### src/rtl/stopwatch_ctrl.sv
// stopwatch_ctrl: mode sequencer for the mm:ss stopwatch counter.
// Turns debounced pause/clear pulses and the sel/adj switches into
// single-cycle strobes for the counter datapath (count, adjust, clear).
// All outputs are registered, so a strobe shows up one cycle after the
// condition that enables it.
// Optional feature: define STOPWATCH_BLINK_EN to blink the field being adjusted.
module stopwatch_ctrl #(
    parameter int TICK_DIV  = 2,
    parameter int ADJ_DIV   = 1,
    parameter int BLINK_DIV = 1
) (
    input  logic       clkAdj,
    input  logic       rst,
    input  logic       pause_p,
    input  logic       clear_p,
    input  logic       sel,
    input  logic       adj,
    output logic       cnt_inc,
    output logic       inc_sec,
    output logic       inc_min,
    output logic       clr,
    output logic       paused,
    output logic [1:0] state,
    output logic       blink_min,
    output logic       blink_sec
);

    typedef enum logic [1:0] {
        S_RUN   = 2'b00,
        S_PAUSE = 2'b01,
        S_ADJ   = 2'b10,
        S_CLR   = 2'b11
    } state_t;

    // Counter widths; keep at least one bit when a divider is 1.
    localparam int TW = (TICK_DIV > 1) ? $clog2(TICK_DIV) : 1;
    localparam int AW = (ADJ_DIV  > 1) ? $clog2(ADJ_DIV)  : 1;
    localparam logic [TW-1:0] TICK_LAST = TW'(TICK_DIV - 1);
    localparam logic [AW-1:0] ADJ_LAST  = AW'(ADJ_DIV - 1);

    state_t          r_state;
    logic            r_paused;
    logic [TW-1:0]   r_tick_cnt;
    logic [AW-1:0]   r_adj_cnt;
    logic            r_sel_q;
    logic            r_cnt_inc;
    logic            r_inc_sec;
    logic            r_inc_min;
    logic            r_clr;

    state_t          w_state_nxt;
    logic            w_pause_tog;
    logic            w_paused_nxt;
    logic            w_sel_chg;
    logic [AW-1:0]   w_adj_eff;
    logic [TW-1:0]   w_tick_nxt;
    logic [AW-1:0]   w_adj_nxt;
    logic            w_cnt_inc_nxt;
    logic            w_inc_sec_nxt;
    logic            w_inc_min_nxt;
    logic            w_clr_nxt;

    // pause_p only counts in RUN/PAUSE and loses to a simultaneous clear_p.
    assign w_pause_tog  = pause_p & ~clear_p & ((r_state == S_RUN) | (r_state == S_PAUSE));
    assign w_paused_nxt = r_paused ^ w_pause_tog;

    // A field switch restarts the adjust divider in the same cycle, so the
    // new field's first increment lands ADJ_DIV cycles after the switch.
    assign w_sel_chg = (sel != r_sel_q);
    assign w_adj_eff = w_sel_chg ? '0 : r_adj_cnt;

    // Next-state, divider and strobe decode; priority is clear_p > adj > pause flag.
    always_comb begin
        w_state_nxt   = r_state;
        w_tick_nxt    = r_tick_cnt;
        w_adj_nxt     = '0;
        w_cnt_inc_nxt = 1'b0;
        w_inc_sec_nxt = 1'b0;
        w_inc_min_nxt = 1'b0;
        w_clr_nxt     = 1'b0;

        if (clear_p) begin
            w_state_nxt = S_CLR;
            w_clr_nxt   = 1'b1;
            w_tick_nxt  = '0;
        end else if (adj) begin
            w_state_nxt = S_ADJ;
            w_tick_nxt  = '0;
            // The entry cycle only arms the divider; increments start after it.
            if (r_state == S_ADJ) begin
                if (w_adj_eff == ADJ_LAST) begin
                    w_adj_nxt     = '0;
                    w_inc_sec_nxt = sel;
                    w_inc_min_nxt = ~sel;
                end else begin
                    w_adj_nxt = w_adj_eff + AW'(1);
                end
            end
        end else begin
            w_state_nxt = w_paused_nxt ? S_PAUSE : S_RUN;
            // Count only while staying in RUN; pausing freezes the partial second.
            if ((r_state == S_RUN) && !w_pause_tog) begin
                if (r_tick_cnt == TICK_LAST) begin
                    w_tick_nxt    = '0;
                    w_cnt_inc_nxt = 1'b1;
                end else begin
                    w_tick_nxt = r_tick_cnt + TW'(1);
                end
            end else if (r_state == S_ADJ) begin
                w_tick_nxt = '0;
            end
        end
    end

    // Mode state register.
    always_ff @(posedge clkAdj) begin
        if (rst) r_state <= S_RUN;
        else     r_state <= w_state_nxt;
    end

    // Pause flag, dividers, sel history and registered strobes.
    always_ff @(posedge clkAdj) begin
        if (rst) begin
            r_paused   <= 1'b0;
            r_tick_cnt <= '0;
            r_adj_cnt  <= '0;
            r_sel_q    <= 1'b0;
            r_cnt_inc  <= 1'b0;
            r_inc_sec  <= 1'b0;
            r_inc_min  <= 1'b0;
            r_clr      <= 1'b0;
        end else begin
            r_paused   <= w_paused_nxt;
            r_tick_cnt <= w_tick_nxt;
            r_adj_cnt  <= w_adj_nxt;
            r_sel_q    <= sel;
            r_cnt_inc  <= w_cnt_inc_nxt;
            r_inc_sec  <= w_inc_sec_nxt;
            r_inc_min  <= w_inc_min_nxt;
            r_clr      <= w_clr_nxt;
        end
    end

    assign state   = r_state;
    assign paused  = r_paused;
    assign cnt_inc = r_cnt_inc;
    assign inc_sec = r_inc_sec;
    assign inc_min = r_inc_min;
    assign clr     = r_clr;

`ifdef STOPWATCH_BLINK_EN
    localparam int BW = (BLINK_DIV > 1) ? $clog2(BLINK_DIV) : 1;
    localparam logic [BW-1:0] BLINK_LAST = BW'(BLINK_DIV - 1);

    logic          r_phase;
    logic [BW-1:0] r_blink_cnt;
    logic          r_blink_min;
    logic          r_blink_sec;
    logic          w_phase_nxt;
    logic [BW-1:0] w_blink_cnt_nxt;

    // Phase runs only while staying in ADJ; any other mode parks it at 0.
    always_comb begin
        w_phase_nxt     = 1'b0;
        w_blink_cnt_nxt = '0;
        if ((r_state == S_ADJ) && (w_state_nxt == S_ADJ)) begin
            if (r_blink_cnt == BLINK_LAST) begin
                w_blink_cnt_nxt = '0;
                w_phase_nxt     = ~r_phase;
            end else begin
                w_blink_cnt_nxt = r_blink_cnt + BW'(1);
                w_phase_nxt     = r_phase;
            end
        end
    end

    // Registered blanking of the selected field.
    always_ff @(posedge clkAdj) begin
        if (rst) begin
            r_phase     <= 1'b0;
            r_blink_cnt <= '0;
            r_blink_min <= 1'b0;
            r_blink_sec <= 1'b0;
        end else begin
            r_phase     <= w_phase_nxt;
            r_blink_cnt <= w_blink_cnt_nxt;
            r_blink_sec <= w_phase_nxt & sel;
            r_blink_min <= w_phase_nxt & ~sel;
        end
    end

    assign blink_min = r_blink_min;
    assign blink_sec = r_blink_sec;
`else
    assign blink_min = 1'b0;
    assign blink_sec = 1'b0;
`endif

endmodule
### config.mk
export PLATFORM = sky130hd
export DESIGN_NAME = stopwatch_ctrl
export DESIGN_NICKNAME = d
export VERILOG_FILES = /design/src/rtl/stopwatch_ctrl.sv
export SDC_FILE = /design/constraint.sdc
export NUM_CORES = 1
export LEC_CHECK = 0
export BUFFER_PORTS_ARGS = -buffer_cell sky130_fd_sc_hd__clkbuf_2
export CORE_AREA = 2 2 39 41
export DETAILED_ROUTE_END_ITERATION = 12
export DIE_AREA = 0 0 41 43
export GPL_ROUTABILITY_DRIVEN = 1
export GPL_TIMING_DRIVEN = 0
export RECOVER_POWER = 50
export SYNTH_ARGS = -nofsm -noshare
export SYNTH_HDL_FRONTEND = slang
export SYNTH_SLANG_ARGS = --single-unit
### constraint.sdc
create_clock -name clkAdj -period 1.1 [get_ports clkAdj]
set_input_delay 0.22 -clock clkAdj [delete_from_list [all_inputs] [get_ports clkAdj]]
set_output_delay 0.22 -clock clkAdj [all_outputs]
set_load 0.02 [all_outputs]
* After elaboration in Yosys (flattened, before gate mapping)
Index checks and enable logic that the tools add are counted. Widths: inputs -> output; s select.
Word-level totals: bits in registers 10, bits of input ports 6, output and inout port bits 9, logic and storage cells 41
Operators by class: add/subtract/negate cells 2, equal/unequal tests 3, muxes and demuxes 9, bitwise gates (word level) 10, reduce and logical (&&, ||, !) cells 8
Operators by type and width (number):
- $reduce_or 5->1 | 2
- $mux 1 | 7
- $not 1->1 | 6
- $mux 2 | 2
- $reduce_or 4->1 | 1
- $reduce_or 3->1 | 1
- $add 1x1->1 const B | 2
- $and 1x1->1 | 2
- $eq 2x1->1 const B | 1
- $eq 2x2->1 const B | 1
- $logic_not 2->1 | 1
- $reduce_bool 2->1 | 1
- $logic_and 1x1->1 | 1
- $logic_not 1->1 | 1
- $ne 1x1->1 | 1
- $or 1x1->1 | 1
- $xor 1x1->1 | 1

* Logic depth before layout (Yosys ltp)
Gate-level depths: netlist of the first run.
word-level depth 7, depth in mapped cells 3, mapped depth without buffers 3

* Least setup slack after synthesis of the first run
No wires, ideal clock.
kind register to register, start register r_state[1] (netlist: state[1]), end register r_inc_min (netlist: inc_min), library setup time 73 ps, arrival time 1092 ps, required time 1027 ps, setup slack -65 ps, stages on the path, launching flop included 4, buffers on the path 0, clock period less this slack 1165 ps, path through dfxtp_1 > nand2_1 > or4_4 > nor3_2
On the way: word-level cells in the longest chain between the ends 3
Ends and longest elaborated chain:
- from (decl) | line 41 | state_t r_state;
- from (signal assigned) | line 118 | else r_state <= w_state_nxt;
- $eq 2x2->1 | line 90 | if (r_state == S_ADJ) begin
- $not 1->1 (no line)
- $reduce_or 5->1 (no line)
- to (signal assigned) | line 139 | r_inc_min <= w_inc_min_nxt;
- to (decl) | line 48 | logic r_inc_min;
Every way passes these cells. A chain may end at the register's enable or synchronous reset.

* Final worst setup path of the first run
start register r_state[0] (netlist: state[0]), end register r_inc_min (netlist: inc_min)
Same word-level chain as after synthesis.

==> results of run 1 <==
## final timing paths
kind,to
max,inc_min
min reg2reg,inc_sec
max reg2reg,inc_min
min,inc_min
## metal layers
layer  vias to the layer above  share of wire  global-route usage
met3                         2          0.076              0.0314
li1                        156              -                   -
met5                         -              0                   0
met4                         0          0.025               0.100
met2                        12           0.43               0.122
met1                       134           0.47               0.132
## sequential cells by signal (all words and copies together), names as in the netlist
register    cells
inc_min         1
r_adj_cnt       1
cnt_inc         1
clr             1
paused          1
state           2
inc_sec         1
r_tick_cnt      1
r_sel_q         1
## worst max-delay path, delay by kind of cell (launching register included)
kind	cells	cell delay [ps]
flip-flops	1	330
AND/OR/NAND/NOR	2	690
## cell type report
cell class                      instances  area (sq um)  area share
Clock buffer                            3          22.5      0.0469
Tap cell                               16          20.0      0.0417
Sequential cell                        10           203       0.422
Timing Repair Buffer                   12          56.3       0.117
Buffer                                  2          15.0      0.0312
Multi-Input combinational cell         27           164       0.341
## Yosys cell counts, drive strengths merged
| cell type | instances | area share |
|---|---|---|
| a211oi | 1 | 0.021 |
| a21oi | 1 | 0.014 |
| and3 | 1 | 0.017 |
| buf | 2 | 0.041 |
| conb | 1 | 0.010 |
| dfxtp | 10 | 0.55 |
| nand2 | 3 | 0.031 |
| nand2b | 1 | 0.017 |
| nand3b | 1 | 0.021 |
| nor2 | 4 | 0.041 |
| nor2b | 4 | 0.069 |
| nor3 | 3 | 0.055 |
| nor4b | 1 | 0.024 |
| o211a | 1 | 0.027 |
| o21ai | 1 | 0.014 |
| or3 | 1 | 0.017 |
| or4 | 1 | 0.031 |
## cell families after synthesis
| kind of cell | after synthesis |
|---|---|
| other | 1 |
| buffers and inverters | 2 |
| flip-flops | 10 |
| AND/OR/NAND/NOR | 20 |
| AO/OA/AOI/OAI | 4 |
## metrics by stage
stage               TNS (ps)  area (sq um)  worst slack, ps  hold WS, ps
floorplan                  0           374             6.96          285
global placement       -6.80           454            -6.80          426
detailed placement     -20.4           454            -20.4          430
CTS                        0           477             4.98          160
global route           -48.2           480            -48.2          224
finish                     0           480             10.9          205
## report_power, final
group           total, W  switching, W  internal [W]
Clock           0.000236      0.000110      0.000126
Sequential      0.000389     0.0000108      0.000378
Combinational  0.0000833     0.0000489     0.0000344
==> flow_summary.toml, run 1 <==
[run_status]
status = "finished clean"

[clock_network]
cts_setup_buffers = 0
max-clock-path-buffers = 2
cts_tree = "built"
cts_sinks = 10
ctsResizeCount = 0
ctsHoldBuffers = 0
insertion_delay_ps = 250
cts_made_buffers = 3
clk_pin_slew_ps = 60
h-tree-depth = 1
cts_root_buf = "clkbuf_4"

[floorplanning]
dieArea_sq_mm = 0.00176
die_w_microns = 41
ios = 15
start_util = 0.263
rows = 14
fp.coreArea_sq_mm = 0.00138
die_h_microns = 43

[global_routing]
grt_pass1_wl_mm = 1.15
grt_max_degree = 8
track_usage = 0.102
grt_pass1_vias = 278
antenna_found_initial = 0
gr-total-overflow = 0

[sta]
min_period_over_period = 0.990
setup-violations-final = 0
final.min_clock_period_ps = 1090
clock.fmax_ghz = 0.918
finClkSkew_ps = 2.53
hold_viol = 0
slew_violations = 0
rsz0062_at_grt = "true"

[synth]
netlist_area_sq_um = 364
synth_cells = 37
synth_xor_area_frac = 0
synth-seq-area-share = 0.550
yosysWarnings = 0
synth_top_family_by_area = "simple AND/OR/NAND/NOR gates"
yosys.area_share.adder = 0
synth_compound_gate_area_share = 0.0756
avgSynthCellArea_sq_um = 9.84
yosys.area_share.simple = 0.323
synth_cell_types = 18
synth-seq-cells = 10
synthMuxAreaShare = 0

[detailed_routing]
drt_first_pass_iters = 3
drt-initial-drc-count = 1
via_per_inst = 4.34
drc = 0
wirelength_microns = 687
ant_nets = 0
wl_per_cell_microns = 9.81
num_vias = 304

[worst_setup_path]
worstPathMaxFanout = 4
timing.rr.start = "state[0]"
crit_path_start_kind = "register"
worstSetupStartpoint = "state[0]"
required_ps = 1280
cp.arrival_ps = 1270
crit_slowest_cell = "or4_4"
r2r_setup_slack_ps = 10
critical_path_class = "reg2reg"
rr_worst_depth = 2
cp_cell_sequence = "or4_4 -> nor3_2"
slowest_delay_ps = 540
end_kind = "register"

[cells_and_area]
nFillCells = 157
drive_gt1_frac = 0.352
insertedDiodeCount = 0
area_delta_synth_final_pct = 32.0
final_util = 0.347
final_cells = 70
final_common_cell = "clkbuf_2"
final_nets = 62
layout_common_cells = "clkbuf_2 (9), dfxtp_1 (8), nor2_1 (4), nor2b_1 (4)"

[power]
p_per_area_mw_per_mm2 = 1470
p_leak_nw = 0.225
irDropWorstVdd_v = 0.000404
finalPower_w = 0.000708

[worst_hold_path]
hold_path_depth = 2
worstHoldStart = "sel"
hold_class = "in2reg"

[flow_run]
maxCapViolCount = 0

[placement]
place.gp.congestion = 0.636
dp_cells = 67
hpwlAfterDp_microns = 535
io_buffers = 12
No activity file was read; power rests on OpenSTA's default activity.
==> inputs of run 2 (changes only) <==
Settings changed: CORE_AREA 2 2 39 41 to 3 3 40 42, DIE_AREA 0 0 41 43 to 0 0 43 45.
Clock period 1.1 ns to 0.99 ns, I/O delays scaled along.
==> run 2 against run 1 <==
The run now ends with negative setup slack left. Count of clock-buffer cells in the layout up 1. Via count up 0.33%. Wire length rose by 3.8%. Hold slack worse by 70 ps. Die area rose by 9.8%. Clock power rose by 22%. Largest power group unchanged.
==> flow_summary.toml, run 2 (synthesized netlist as in run 1, its figures left out) <==
[run_status]
status = "complete, but fails checks"
violations = "negative setup slack"

[worst_setup_path]
reg2reg_to = "inc_min"
worstPathMaxFanout = 4
rr_worst_depth = 2
end_kind = "register"
r2r_setup_slack_ps = -60
timing.rr.start = "state[0]"
critical_path_class = "reg2reg"
required_ps = 1180
crit_path_start_kind = "register"
cp.arrival_ps = 1240

[global_routing]
antenna_found_initial = 0
gr-total-overflow = 0
grt_pass1_vias = 268
grt_max_degree = 8
track_usage = 0.0868
grt_pass1_wl_mm = 1.19

[detailed_routing]
wirelength_microns = 713
wl_per_cell_microns = 10.0
drc = 0
drt-initial-drc-count = 2
drt_first_pass_iters = 2
num_vias = 305
ant_nets = 0
via_per_inst = 4.30

[floorplanning]
start_util = 0.283
fp.coreArea_sq_mm = 0.00128
die_w_microns = 43
dieArea_sq_mm = 0.00194
rows = 13
ios = 15
die_h_microns = 45

[clock_network]
insertion_delay_ps = 260
clk_pin_slew_ps = 60
cts_tree = "built"
ctsHoldBuffers = 0
cts_sinks = 10
h-tree-depth = 1
cts_root_buf = "clkbuf_4"
cts_made_buffers = 3
max-clock-path-buffers = 2

[power]
p_per_area_mw_per_mm2 = 1560
p_leak_nw = 0.247
irDropWorstVdd_v = 0.000590

[cells_and_area]
largest_register_ffs = 2
final_common_cell = "clkbuf_2"
drive_gt1_frac = 0.446
area_delta_synth_final_pct = 45.7
layout_common_cells = "clkbuf_2 (8), dfxtp_1 (7), nor2_1 (4), nor2b_1 (4)"
stdcell_area_sq_um = 531
insertedDiodeCount = 0
final_nets = 63

[worst_hold_path]
min_to = "inc_min"
worstHoldStart = "sel"
hold_path_depth = 2
hold_class = "in2reg"

[sta]
rsz0062_at_grt = "true"
hold_viol = 0
clock.fmax_ghz = 0.954
final.min_clock_period_ps = 1050
finClkSkew_ps = 2.66
min_period_over_period = 1.06
setup_slack_ps = -58.2
slew_violations = 0
setup-violations-final = 3

[flow_run]
maxCapViolCount = 0

[placement]
io_buffers = 12
placed_cell_area_sq_um = 458
pre_cts_ws_ps = -140
place.gp.congestion = 0.667
## run 2: cell type report
| type | instances | area (sq um) |
|---|---|---|
| sequential | 10 | 211 |
| timing repair buffer | 13 | 85.1 |
| fill | 143 | 754 |
| tap | 15 | 18.8 |
| clock buffer | 4 | 26.3 |
| buffer | 2 | 15.0 |
| multi-input combinational | 27 | 174 |
## run 2: metrics by stage
step	std cells	setup TNS, ps	hold WS (ps)	total power [W]	utilization
3_3_place_gp	66	-237	406	0.000526	0.356
5_1_grt	71	-332	144	0.000871	0.413
3_5_place_dp	66	-275	409	0.000527	0.356
4_1_cts	71	-93.8	126	0.000844	0.408
6_report	71	-74.0	135	0.000827	0.413
2_1_floorplan	39	-86.6	261	0.000491	-
## run 2: per-layer routing
layer	track usage	wire, microns
met5	0	0
met4	0.0361	0
met3	0.0598	74
met2	0.126	327
met1	0.0995	311
## run 2: worst max-delay path by stage
stage                   from      end  slack (ps)  depth (start not counted)
floorplan           state[1]  inc_min         -60                          3
global placement         rst  inc_min        -130                          3
detailed placement       rst  inc_min        -140                          3
CTS                 state[0]  inc_min         -70                          2
global route        state[1]  inc_min        -120                          3
finish              state[0]  inc_min         -60                          2
## run 2: power by group
| group | switching, W | internal, W | leakage [nW] |
|---|---|---|---|
| logic | 0.0000587 | 0.0000521 | 0.148 |
| clock network | 0.000132 | 0.000156 | 0.0150 |
| registers | 0.0000122 | 0.000417 | 0.0841 |
| total | 0.000203 | 0.000624 | 0.247 |
## run 2: worst max-delay path: stages (launching register included)
cell	delay, ps
dfxtp_4	350
or4_4	480
nor3_2	150
## run 2: what timing repair did
action | 4_1_cts | 5_1_grt
resized for setup | 7 | 4
buffers inserted | 1 | 0
pin swaps | 1 | 0
setup endpoints to repair | 5 | 8
==> inputs of run 3 (changes only) <==
Settings changed: ABC_AREA set to 1.
==> run 3 against run 2 <==
The flow now finishes without violations. Critical path depth fell by 1. Clock skew down 2.1 ps. Die area is the same. Synthesized cell count rose by 35%. Largest cell class unchanged. Non-clock buffer count stayed put. Hold slack gained 14 ps. Utilization is 0.29 points higher.
==> flow_summary.toml, run 3 <==
[sta]
hold_ws_ps = 149
final.min_clock_period_ps = 934
clock.fmax_ghz = 1.07
hold_viol = 0
finClkSkew_ps = 0.601
slew_violations = 0
min_period_over_period = 0.944
setup-violations-final = 0

[cells_and_area]
final_common_cell = "inv_1"
drive_gt1_frac = 0.348
stdcell_area_sq_um = 534
insertedDiodeCount = 0
final_util = 0.416
area_delta_synth_final_pct = 36.0
nFillCells = 142
layout_common_cells = "inv_1 (11), dfxtp_1 (7), clkbuf_2 (7)"
largest_register_ffs = 2
final_nets = 76

[worst_setup_path]
rr_worst_depth = 6
cpLargestDelayFamily = "flip-flops"
r2r_setup_slack_ps = 130
worstPathMaxFanout = 3
end_kind = "output port"
crit_slowest_cell = "dfxtp_2"
cp.arrival_ps = 740
critical_path_class = "reg2out"
cp_cell_sequence = "buf_4"
timing.rr.start = "state[1]"
required_ps = 790
path_depth = 1
reg2reg_to = "state[0]"
slowest_delay_ps = 330
crit_path_start_kind = "register"
critical_path_buf_inv_count = 1

[synth]
synth_cells = 50
synth_area_leaders = "dfxtp_1 (51%), inv_1 (9.6%), nand3_1 (6.4%)"
synth-seq-cells = 10
avgSynthCellArea_sq_um = 7.86
synth_commonest_cells = "dfxtp_1 (10), inv_1 (10), nand2_1 (6)"
yosys.area.top_type = "dfxtp_1"
netlist_area_sq_um = 393
synth-async-reset-ratio = 0
synth_top_area_frac = 0.510
synth_cell_types = 14
synth_top_flop_cell = "dfxtp_1"
synth_edf_count = 0
yosysWarnings = 0
synth-seq-area-share = 0.510

[floorplanning]
dieArea_sq_mm = 0.00194
die_h_microns = 45
fp.coreArea_sq_mm = 0.00128
die_w_microns = 43
rows = 13
start_util = 0.306
ios = 15

[power]
p_clk_frac = 0.397
irDropWorstVdd_v = 0.000798
swShare = 0.234
seq_power_share = 0.477
p_per_area_mw_per_mm2 = 1690
p_leak_nw = 0.271
combinationalPowerShare = 0.126
p_int_w = 0.000692
p_sw_w = 0.000211

[detailed_routing]
wirelength_microns = 708
via_per_inst = 4.05
drt_first_pass_iters = 2
drc = 0
num_vias = 340
ant_nets = 0
wl_per_cell_microns = 8.43
drt-initial-drc-count = 5

[worst_hold_path]
hold_class = "in2reg"
min_to = "inc_min"
worstHoldStart = "sel"
hold_path_depth = 2

[clock_network]
h-tree-depth = 1
cts_made_buffers = 3
cts_tree = "built"
ctsHoldBuffers = 0
clk_pin_slew_ps = 60
cts_root_buf = "clkbuf_4"
insertion_delay_ps = 260
max-clock-path-buffers = 2
cts_sinks = 10

[global_routing]
antenna_found_initial = 0
grt_max_degree = 8
gr-total-overflow = 0
track_usage = 0.0828
grt_pass1_wl_mm = 1.03
grt_pass1_vias = 253

[flow_run]
maxCapViolCount = 0

[placement]
place.gp.congestion = 0.700
hpwlAfterDp_microns = 542
placed_cell_area_sq_um = 479
io_buffers = 12

[run_status]
status = "finished clean"
[run 3: changes by cell type after synthesis, sizes merged, moves of 2 or more]
cell	change
a21oi	+2
nor2b	-4
nor2	+3
nand3	+6
inv	+11
nand2	+4
[run 3: final cells by class]
| class | instances | area, sq um | share of cell area |
|---|---|---|---|
| Tap cell | 15 | 18.8 | 0.0351 |
| Multi-Input combinational cell | 29 | 139 | 0.260 |
| Buffer | 2 | 15.0 | 0.0281 |
| Timing Repair Buffer | 13 | 80.1 | 0.150 |
| Sequential cell | 10 | 204 | 0.382 |
| Inverter | 11 | 41.3 | 0.0773 |
| Clock buffer | 4 | 36.3 | 0.0679 |
[run 3: kinds of logic after synthesis]
| group | after synthesis | synth area share |
|---|---|---|
| simple gates | 23 | 0.299 |
| buf+inv | 13 | 0.143 |
| flops | 10 | 0.510 |
| compound gates | 3 | 0.0382 |
| other cells | 1 | 0.00954 |
[run 3: timing repair]
item                       in CTS  in global routing
resized for setup               6                  4
hold endpoints to repair        0                  0
setup buffers                   0                  1
setup endpoints to repair       3                  3
[run 3: routing by layer]
layer | up-vias | wire (microns) | track usage
met5 | - | 0 | 0
met3 | 2 | 81 | 0.0876
li1 | 184 | - | -
met2 | 13 | 313 | 0.105
met1 | 141 | 290 | 0.0732
met4 | 0 | 23 | 0.0723
[run 3: worst max path at each step]
stage          endpoint  startpoint  slack (ps)
2_1_floorplan  state[0]    state[1]          70
3_3_place_gp   state[0]    state[1]         140
3_5_place_dp   state[0]    state[1]         140
4_1_cts          paused      paused         0.9
5_1_grt        state[1]    state[1]          -3
6_report       state[1]    state[1]          60
[run 3: stage by stage]
step	total power [W]	TNS, ps	setup slack [ps]	std cells
4_1_cts	0.000924	0	0.890	83
6_report	0.000903	0	55.6	84
3_3_place_gp	0.000542	0	136	79
3_5_place_dp	0.000543	0	140	79
2_1_floorplan	0.000507	0	68.0	52
5_1_grt	0.000959	-2.59	-2.59	84
[run 3: power groups by stage]
| stage | clock network [W] | registers, W | logic [W] |
|---|---|---|---|
| after global routing | 0.000400 | 0.000433 | 0.000126 |
| after global placement | 0 | 0.000437 | 0.000105 |
| final | 0.000359 | 0.000431 | 0.000114 |
| after floorplan | 0 | 0.000451 | 0.0000562 |
| after CTS | 0.000382 | 0.000429 | 0.000113 |
| after detailed placement | 0 | 0.000437 | 0.000106 |
